$ cat src/rtl/alu_result_display_if.sv
// Result/display bus between the ALU output and the seven-segment display driver.
// master = ALU side (drives result); slave = display driver.
interface alu_result_display_if;
    logic [7:0] result;
    logic       busy;
    logic [3:0] bcd_hundreds;
    logic [3:0] bcd_tens;
    logic [3:0] bcd_ones;
    logic [3:0] an;
    logic [6:0] seg;
    logic       dp;

    modport master (
        output result,
        input  busy, bcd_hundreds, bcd_tens, bcd_ones, an, seg, dp
    );

    modport slave (
        input  result,
        output busy, bcd_hundreds, bcd_tens, bcd_ones, an, seg, dp
    );
endinterface

$ cat src/rtl/alu_result_display.sv
// Converts the 8-bit ALU result to BCD (sequential double-dabble) and scans it onto a
// multiplexed active-low 4-digit seven-segment display. Optional: `define LEADING_ZERO_BLANK_EN.
module alu_result_display #(
    parameter int unsigned REFRESH_DIV = 100000
) (
    input logic                 clk,
    input logic                 rst_n,
    alu_result_display_if.slave bus
);

    localparam int unsigned CNT_W  = (REFRESH_DIV > 2) ? $clog2(REFRESH_DIV) : 1;
    localparam int unsigned ITER_W = 3;
    localparam logic [6:0]  BLANK  = 7'b1111111;

    typedef enum logic [1:0] {IDLE, SHIFT, DONE} state_t;

    state_t              state;
    logic [7:0]          shreg;
    logic [11:0]         scratch;
    logic [7:0]          last_val;
    logic                first;
    logic [ITER_W-1:0]   iter;
    logic                busy;
    logic [3:0]          bcd_h, bcd_t, bcd_o;
    logic [CNT_W-1:0]    refresh_cnt;
    logic [1:0]          digit_sel;
    logic [3:0]          an;
    logic [6:0]          seg;
    logic                dp;

    logic [11:0]         adj_c;
    logic [1:0]          sel_nxt_c;
    logic [3:0]          an_nxt_c;
    logic [6:0]          seg_nxt_c;

    function automatic logic [6:0] seg_dec(input logic [3:0] d);
        case (d)
            4'd0:    seg_dec = 7'b1000000;
            4'd1:    seg_dec = 7'b1111001;
            4'd2:    seg_dec = 7'b0100100;
            4'd3:    seg_dec = 7'b0110000;
            4'd4:    seg_dec = 7'b0011001;
            4'd5:    seg_dec = 7'b0010010;
            4'd6:    seg_dec = 7'b0000010;
            4'd7:    seg_dec = 7'b1111000;
            4'd8:    seg_dec = 7'b0000000;
            4'd9:    seg_dec = 7'b0010000;
            default: seg_dec = BLANK;
        endcase
    endfunction

    // Add-3 correction applied to every scratch nibble before each shift
    always_comb begin
        adj_c = scratch;
        for (int i = 0; i < 3; i++) begin
            if (scratch[i*4 +: 4] >= 4'd5)
                adj_c[i*4 +: 4] = scratch[i*4 +: 4] + 4'd3;
        end
    end

    // Conversion FSM; bcd_* only load in DONE so partial values never escape
    always_ff @(posedge clk or negedge rst_n) begin
        if (!rst_n) begin
            state    <= IDLE;
            shreg    <= '0;
            scratch  <= '0;
            last_val <= '0;
            first    <= 1'b1;
            iter     <= '0;
            busy     <= 1'b0;
            bcd_h    <= '0;
            bcd_t    <= '0;
            bcd_o    <= '0;
        end else begin
            case (state)
                IDLE: begin
                    if (first || (bus.result != last_val)) begin
                        shreg    <= bus.result;
                        last_val <= bus.result;
                        first    <= 1'b0;
                        scratch  <= '0;
                        iter     <= '0;
                        busy     <= 1'b1;
                        state    <= SHIFT;
                    end
                end
                SHIFT: begin
                    scratch <= 12'({adj_c, shreg[7]});
                    shreg   <= {shreg[6:0], 1'b0};
                    iter    <= iter + ITER_W'(1);
                    if (iter == ITER_W'(7))
                        state <= DONE;
                end
                DONE: begin
                    bcd_h <= scratch[11:8];
                    bcd_t <= scratch[7:4];
                    bcd_o <= scratch[3:0];
                    busy  <= 1'b0;
                    state <= IDLE;
                end
                default: state <= IDLE;
            endcase
        end
    end

    // Next digit select and its anode/segment pattern, registered together below
    always_comb begin
        sel_nxt_c = digit_sel;
        if (refresh_cnt == CNT_W'(REFRESH_DIV - 1))
            sel_nxt_c = (digit_sel == 2'd2) ? 2'd0 : digit_sel + 2'd1;

        an_nxt_c  = 4'b1111;
        seg_nxt_c = BLANK;
        case (sel_nxt_c)
            2'd0: begin
                an_nxt_c  = 4'b1110;
                seg_nxt_c = seg_dec(bcd_o);
            end
            2'd1: begin
                an_nxt_c  = 4'b1101;
`ifdef LEADING_ZERO_BLANK_EN
                seg_nxt_c = (bcd_h == 4'd0 && bcd_t == 4'd0) ? BLANK : seg_dec(bcd_t);
`else
                seg_nxt_c = seg_dec(bcd_t);
`endif
            end
            2'd2: begin
                an_nxt_c  = 4'b1011;
`ifdef LEADING_ZERO_BLANK_EN
                seg_nxt_c = (bcd_h == 4'd0) ? BLANK : seg_dec(bcd_h);
`else
                seg_nxt_c = seg_dec(bcd_h);
`endif
            end
            default: begin
                an_nxt_c  = 4'b1111;
                seg_nxt_c = BLANK;
            end
        endcase
    end

    // Scan counter and registered display drive
    always_ff @(posedge clk or negedge rst_n) begin
        if (!rst_n) begin
            refresh_cnt <= '0;
            digit_sel   <= '0;
            an          <= 4'b1111;
            seg         <= BLANK;
            dp          <= 1'b1;
        end else begin
            if (refresh_cnt == CNT_W'(REFRESH_DIV - 1))
                refresh_cnt <= '0;
            else
                refresh_cnt <= refresh_cnt + CNT_W'(1);
            digit_sel <= sel_nxt_c;
            an        <= an_nxt_c;
            seg       <= seg_nxt_c;
            dp        <= 1'b1;
        end
    end

    assign bus.busy         = busy;
    assign bus.bcd_hundreds = bcd_h;
    assign bus.bcd_tens     = bcd_t;
    assign bus.bcd_ones     = bcd_o;
    assign bus.an           = an;
    assign bus.seg          = seg;
    assign bus.dp           = dp;

endmodule

$ cat src/flat_wrapper.sv
// flat-port wrapper written by rule: the top's interface ports become plain ports
module alu_result_display_flat 
#(
    parameter int unsigned REFRESH_DIV = 100000
)
  (clk, rst_n, bus_result, bus_busy, bus_bcd_hundreds, bus_bcd_tens, bus_bcd_ones, bus_an, bus_seg, bus_dp);
  alu_result_display_if bus_i ();
  input logic clk;
  input logic rst_n;
  input wire logic [$bits(bus_i.result)-1:0] bus_result;
  output wire logic [$bits(bus_i.busy)-1:0] bus_busy;
  output wire logic [$bits(bus_i.bcd_hundreds)-1:0] bus_bcd_hundreds;
  output wire logic [$bits(bus_i.bcd_tens)-1:0] bus_bcd_tens;
  output wire logic [$bits(bus_i.bcd_ones)-1:0] bus_bcd_ones;
  output wire logic [$bits(bus_i.an)-1:0] bus_an;
  output wire logic [$bits(bus_i.seg)-1:0] bus_seg;
  output wire logic [$bits(bus_i.dp)-1:0] bus_dp;
  assign bus_i.result = bus_result;
  assign bus_busy = bus_i.busy;
  assign bus_bcd_hundreds = bus_i.bcd_hundreds;
  assign bus_bcd_tens = bus_i.bcd_tens;
  assign bus_bcd_ones = bus_i.bcd_ones;
  assign bus_an = bus_i.an;
  assign bus_seg = bus_i.seg;
  assign bus_dp = bus_i.dp;
  alu_result_display #(.REFRESH_DIV(REFRESH_DIV)) u_core (.clk(clk), .rst_n(rst_n), .bus(bus_i));
endmodule
$ cat config.mk
export PLATFORM = sky130hd
export DESIGN_NAME = alu_result_display_flat
export DESIGN_NICKNAME = d
export VERILOG_FILES = /design/src/rtl/alu_result_display_if.sv /design/src/rtl/alu_result_display.sv /design/src/flat_wrapper.sv
export SDC_FILE = /design/constraint.sdc
export NUM_CORES = 1
export LEC_CHECK = 0
export BUFFER_PORTS_ARGS = -buffer_cell sky130_fd_sc_hd__buf_2
export CORE_UTILIZATION = 50
export DETAILED_ROUTE_END_ITERATION = 7
export GPL_TIMING_DRIVEN = 0
export PLACE_DENSITY = 0.65
export SLEW_MARGIN = 10
export SYNTH_ARGS = -nofsm -noshare
export SYNTH_HDL_FRONTEND = slang
export SYNTH_SLANG_ARGS = --single-unit
$ cat constraint.sdc
create_clock -name clk -period 6.9 [get_ports clk]
set_input_delay 2.07 -clock clk [delete_from_list [all_inputs] [get_ports clk]]
set_output_delay 2.07 -clock clk [all_outputs]
set_load 0.02 [all_outputs]
# == Yosys cells after proc, flatten, opt, wreduce, memory -nomap -nowiden ==
# Memory sizes are Yosys's and may differ from the RTL's.
# Index checks and enable logic that the tools add are counted.
# word_totals
ff_bits,77
mem_bits_ro,336
memories,3
# op_classes
n_addsub,6
magnitude_cmp,3
eq_ne,10
n_mux,19
n_reduce_logical,9
# memory_table
name,words,word_bits,read_ports,rd_clocked_by_memory_dff,write_ports,line,text
(name not given),16,7,1,0,0,alu_result_display.sv:37,case (d)
(name not given),16,7,1,0,0,alu_result_display.sv:37,
(name not given),16,7,1,0,0,alu_result_display.sv:37,
# ops
op,n
case mux 12 bit (2 select lines),1
case mux 7 bit (3 select lines),1
"adder 17 x 1 -> 17 bit, second input constant",1
"== test 17 bit, second input constant",1
two-way mux 17 bit,1
case mux 8 bit (2 select lines),1
"greater-or-equal comparator 4 x 3 -> 1 bit, second input constant",3
two-way mux 12 bit,1
case mux 3 bit (3 select lines),1
"adder 4 x 2 -> 4 bit, second input constant",2
two-way mux 2 bit,4
two-way mux 4 bit,2
two-way mux 8 bit,1
!= test 8 bit,1
AND reduction 2 bit,4
"== test 2 bit, second input constant",3
two-way mux 3 bit,2
case mux 3 bit (2 select lines),1
"== test 2 x 1 -> 1 bit, second input constant",2
logical NOT 2 bit,2
"!= test 2 x 1 -> 1 bit, second input constant",2
case mux 2 bit (2 select lines),1
nonzero test 2 bit,2
"adder 3 x 1 -> 3 bit, second input constant",1
6 further kinds,6

# == Longest topological paths before layout ==
# logic_depth
word_depth,5
depth_mapped,7
ltp_nobuf,7

# == Worst setup path before layout ==
# OpenSTA, ideal clock, no wires.
# synth_timing
path_kind,input-to-reg
from,input bus_result[5]
to,register u_core.shreg[0]
arrival_time_ns,3.769
slack_ns,3.005
stages,7
path_buffers,2
path_cell_list,xor2_1 or4_1 or3_1 buf_6 nor3b_4 buf_6 a221o_1
# synth_via
elab_chain_cells,4
# synth_rtl
item,line,text
start: declaration,flat_wrapper.sv:10,input wire logic [$bits(bus_i.result)-1:0] bus_result;
!= test 8 bit,alu_result_display.sv:77,if (first || (bus.result != last_val)) begin
logical OR 1 bit,alu_result_display.sv:77,
!= test 2 x 1 -> 1 bit (no source line),n/a,
AND reduction 2 bit (no source line),n/a,
end signal: assignment,alu_result_display.sv:78,shreg <= bus.result;
end signal: assignment,alu_result_display.sv:89,"shreg <= {shreg[6:0], 1'b0};"
end: declaration,alu_result_display.sv:18,logic [7:0] shreg;
# No other way between the ends.
# A chain may end at the register's enable or synchronous reset.

# == Worst setup path in the final report ==
# layout_timing
from,input bus_result[5]
to,register u_core.state[0]
# layout_via
elab_chain_cells,4
# layout_rtl
item,line,text
!= test 8 bit,alu_result_display.sv:77,
logical OR 1 bit,alu_result_display.sv:77,
!= test 2 x 1 -> 1 bit (no source line),n/a,
AND reduction 2 bit (no source line),n/a,
end signal: assignment,alu_result_display.sv:84,state <= SHIFT;
end signal: assignment,alu_result_display.sv:92,state <= DONE;
end signal: assignment,alu_result_display.sv:99,state <= IDLE;
end: declaration,alu_result_display.sv:17,state_t state;
# No other way between the ends.

==> summary.txt <==
run status -> completed
Max Buffers Root-to-Sink -> 2
Unique masters post-synth -> 51
TritonCTS clock tree -> yes
setup bufs post-CTS -> 0
DRT Pass-1 Iters -> 4
RSZ-0062 raised after global routing -> no
asr flop ratio synth -> 1.000
CTS Sinks -> 76
Mapped Cells -> 453
Power per Cell Area -> 405.6 nW/um2
Core Rows -> 33
worst slew pin tran -> 543.7 ps
ant diodes -> 0
Top FF cell, synth -> dfrtp_1
Synth Warn # -> 0
Data arrival, critical path -> 4020 ps
sequential cell area fraction in the yosys report -> 0.4331
via count -> 3423
synth-to-layout area growth -> 12.25%
final setup fails -> 0
Clock transition at path regs -> 80 ps
met1 usage -> 0.3039
DRC -> 0
number of flops mapped to enable cells by yosys -> 0
Syn Area/Cell -> 9.764 um2
CP Data Required Time -> 7120 ps
Die Height -> 96.06 um
P_leak -> 2.207 nW
IO Port Bufs -> 32
GRT busiest layer -> met2
clk_lat worst skew -> 340 ps
aggregate global routing overflow -> 0
Clock Tree Root -> clkbuf_8
vias in the first global route -> 3098
Hold Vio Cnt, Final -> 0
Detail Placement HPWL -> 6.590 mm
Hold Buf Count CTS -> 0
GR Util met2 -> 0.3274
Core ar. -> 8382 um2
die width -> 96.06 um
Fill cells -> 743
final wirelength -> 9.217 mm
post-synth top area share -> 0.3678
Setup TNS -> 0 ps
DRT antenna net count -> 0
hold_ws -> 484.6 ps
die area -> 9227 um2
worst-path fanout max -> 10
pins over their slew limit -> 0
Yosys reg bits -> 76
Yosys top cell by area -> dfrtp_1
placed insts -> 592
initial antenna violation count -> 0
period utilization -> 0.5504
Initial Util -> 0.5277
Iter 0 DRT Violations -> 150
Avg Vias per Cell -> 5.630
cell area after synthesis -> 4423 um2
gp weighted congestion -> 0.8296
layout cells sized above 1 -> 0.1571
post-route minimum period -> 3797 ps
Non-Filler Instances -> 608
critical path type -> primary input to flop
Peak VDD IR -> 185.7 uV
Wirelength per Cell -> 15.16 um
skew final -> 11.95 ps
Resized cells post-CTS -> 0
ranking of synthesized cells by area -> dfrtp_1, ha_1, dfstp_2
Fmax -> 263.3 MHz
Num CTS Buffers -> 9
Startpoint Class -> primary input
Slew headroom -> 0.6375
Final nets -> 535
Hold WC Path Type -> flop to flop
final core utilization -> 0.5923
Overall Power -> 2.014 mW
met3 usage -> 0.03712
CP endpoint kind -> flop
first-pass GRT wire length -> 15.03 mm
total track usage -> 0.2138
max-cap violation count -> 0
io pins -> 35
pin count of the biggest net entering global routing -> 40
H-tree Lvls -> 3
==> report_power, final <==
| group | switching, mW | total [mW] | leakage, nW | internal [mW] |
|---|---|---|---|---|
| combinational | 0.511 | 0.902 | 1.15 | 0.391 |
| clock | 0.169 | 0.385 | 0.114 | 0.216 |
| sequential | 0.131 | 0.727 | 0.942 | 0.596 |
| total | 0.811 | 2.01 | 2.21 | 1.20 |
==> sequential cells by signal, indices dropped and copies added, names as in the netlist, 4 cells and up <==
signal                   cells
u_core.bus.bcd_hundreds      4
u_core.bus.bcd_tens          4
u_core.bus.seg               7
u_core.shreg                 8
u_core.refresh_cnt          17
u_core.bus.bcd_ones          4
u_core.scratch              12
u_core.last_val              8
==> worst max-delay path, stage by stage <==
cell	delay, ps
buf_2	130
xor2_1	150
or4_1	540
or3_1	340
buf_6	150
nor3b_4	160
clkbuf_1	250
o21bai_1	220
==> routing by layer <==
metal  part of all wire  wire, um  vias up
met4              0.013       120        0
met2               0.46      4219       77
met5                  0         0        -
met1               0.49      4510     1649
li1                   -         -     1685
met3              0.040       367       12
==> cell usage in the layout, fill, tap and decap left out, types with 8 or more instances in the layout <==
cell / count
inv_1: 27
xor2_1: 12
ha_1: 27
nor2_1: 28
nor3b_1: 8
dfrtp_1: 65
mux2_2: 11
a22o_1: 9
nand2b_1: 13
and3_1: 8
buf_2: 31
dfstp_2: 11
a21oi_1: 17
o21ai_0: 26
o22ai_1: 14
clkbuf_8: 10
xnor2_1: 19
clkbuf_1: 20
nor2b_1: 10
nand2_1: 38
==> worst paths after layout <==
kind | cells past startpoint | slack [ps] | to | from
worst max-delay path | 8 | 3100 | u_core.state[0] | bus_result[5]
max in group asynchronous | 2 | 4600 | u_core.bus.seg[3] | rst_n
worst min register to register | 1 | 480 | u_core.first | u_core.first
worst min-delay path | 1 | 480 | u_core.first | u_core.first
worst max register to register | 7 | 4520 | u_core.bus.seg[6] | u_core.refresh_cnt[0]
min in group asynchronous | 1 | 1690 | u_core.digit_sel[0] | rst_n
==> Yosys cell counts, drive strengths merged (7+ instances only) <==
| library cell | number |
|---|---|
| xnor2 | 19 |
| nand3 | 7 |
| a211o | 7 |
| nor3 | 7 |
| dfrtp | 65 |
| a21oi | 17 |
| nor2b | 10 |
| nand2 | 38 |
| mux2 | 12 |
| xor2 | 12 |
| a22o | 9 |
| mux2i | 7 |
| o21ai | 26 |
| o22ai | 14 |
| inv | 27 |
| dfstp | 11 |
| and3 | 8 |
| nor2 | 28 |
| clkbuf | 19 |
| nor3b | 9 |
| nand2b | 13 |
| ha | 27 |
==> kinds of logic after synthesis <==
| group | Yosys count | synth area share |
|---|---|---|
| AOI/OAI and AO/OA | 106 | 0.1618 |
| xor gates and xnor gates | 31 | 0.06139 |
| adders and majority gates | 27 | 0.07638 |
| buffers and inverters | 52 | 0.05092 |
| DFF | 76 | 0.4331 |
| muxes | 19 | 0.04724 |
| other | 1 | 0.0008478 |
| and+or+nand+nor | 141 | 0.1683 |
==> area by class of cell <==
cell class,count,area [um2],share of cell area
repair buffers,33,182.7,0.03679
clock buffers,11,141.4,0.02848
multi-input cells,326,2286,0.4604
flip-flops and latches,76,1916,0.3858
plain buffers,25,123.9,0.02495
clock inverters,5,82.58,0.01663
well taps,105,131.4,0.02646
inverters,27,101.3,0.02041
==> metrics by stage <==
step | worst slack, ps | cell area, um2
6_report | 3103 | 4965
3_3_place_gp | 2747 | 4718
3_5_place_dp | 2752 | 4741
4_1_cts | 3108 | 4965
5_1_grt | 3052 | 4965
2_1_floorplan | 3005 | 4427
Power figures use the tool's default switching activity.
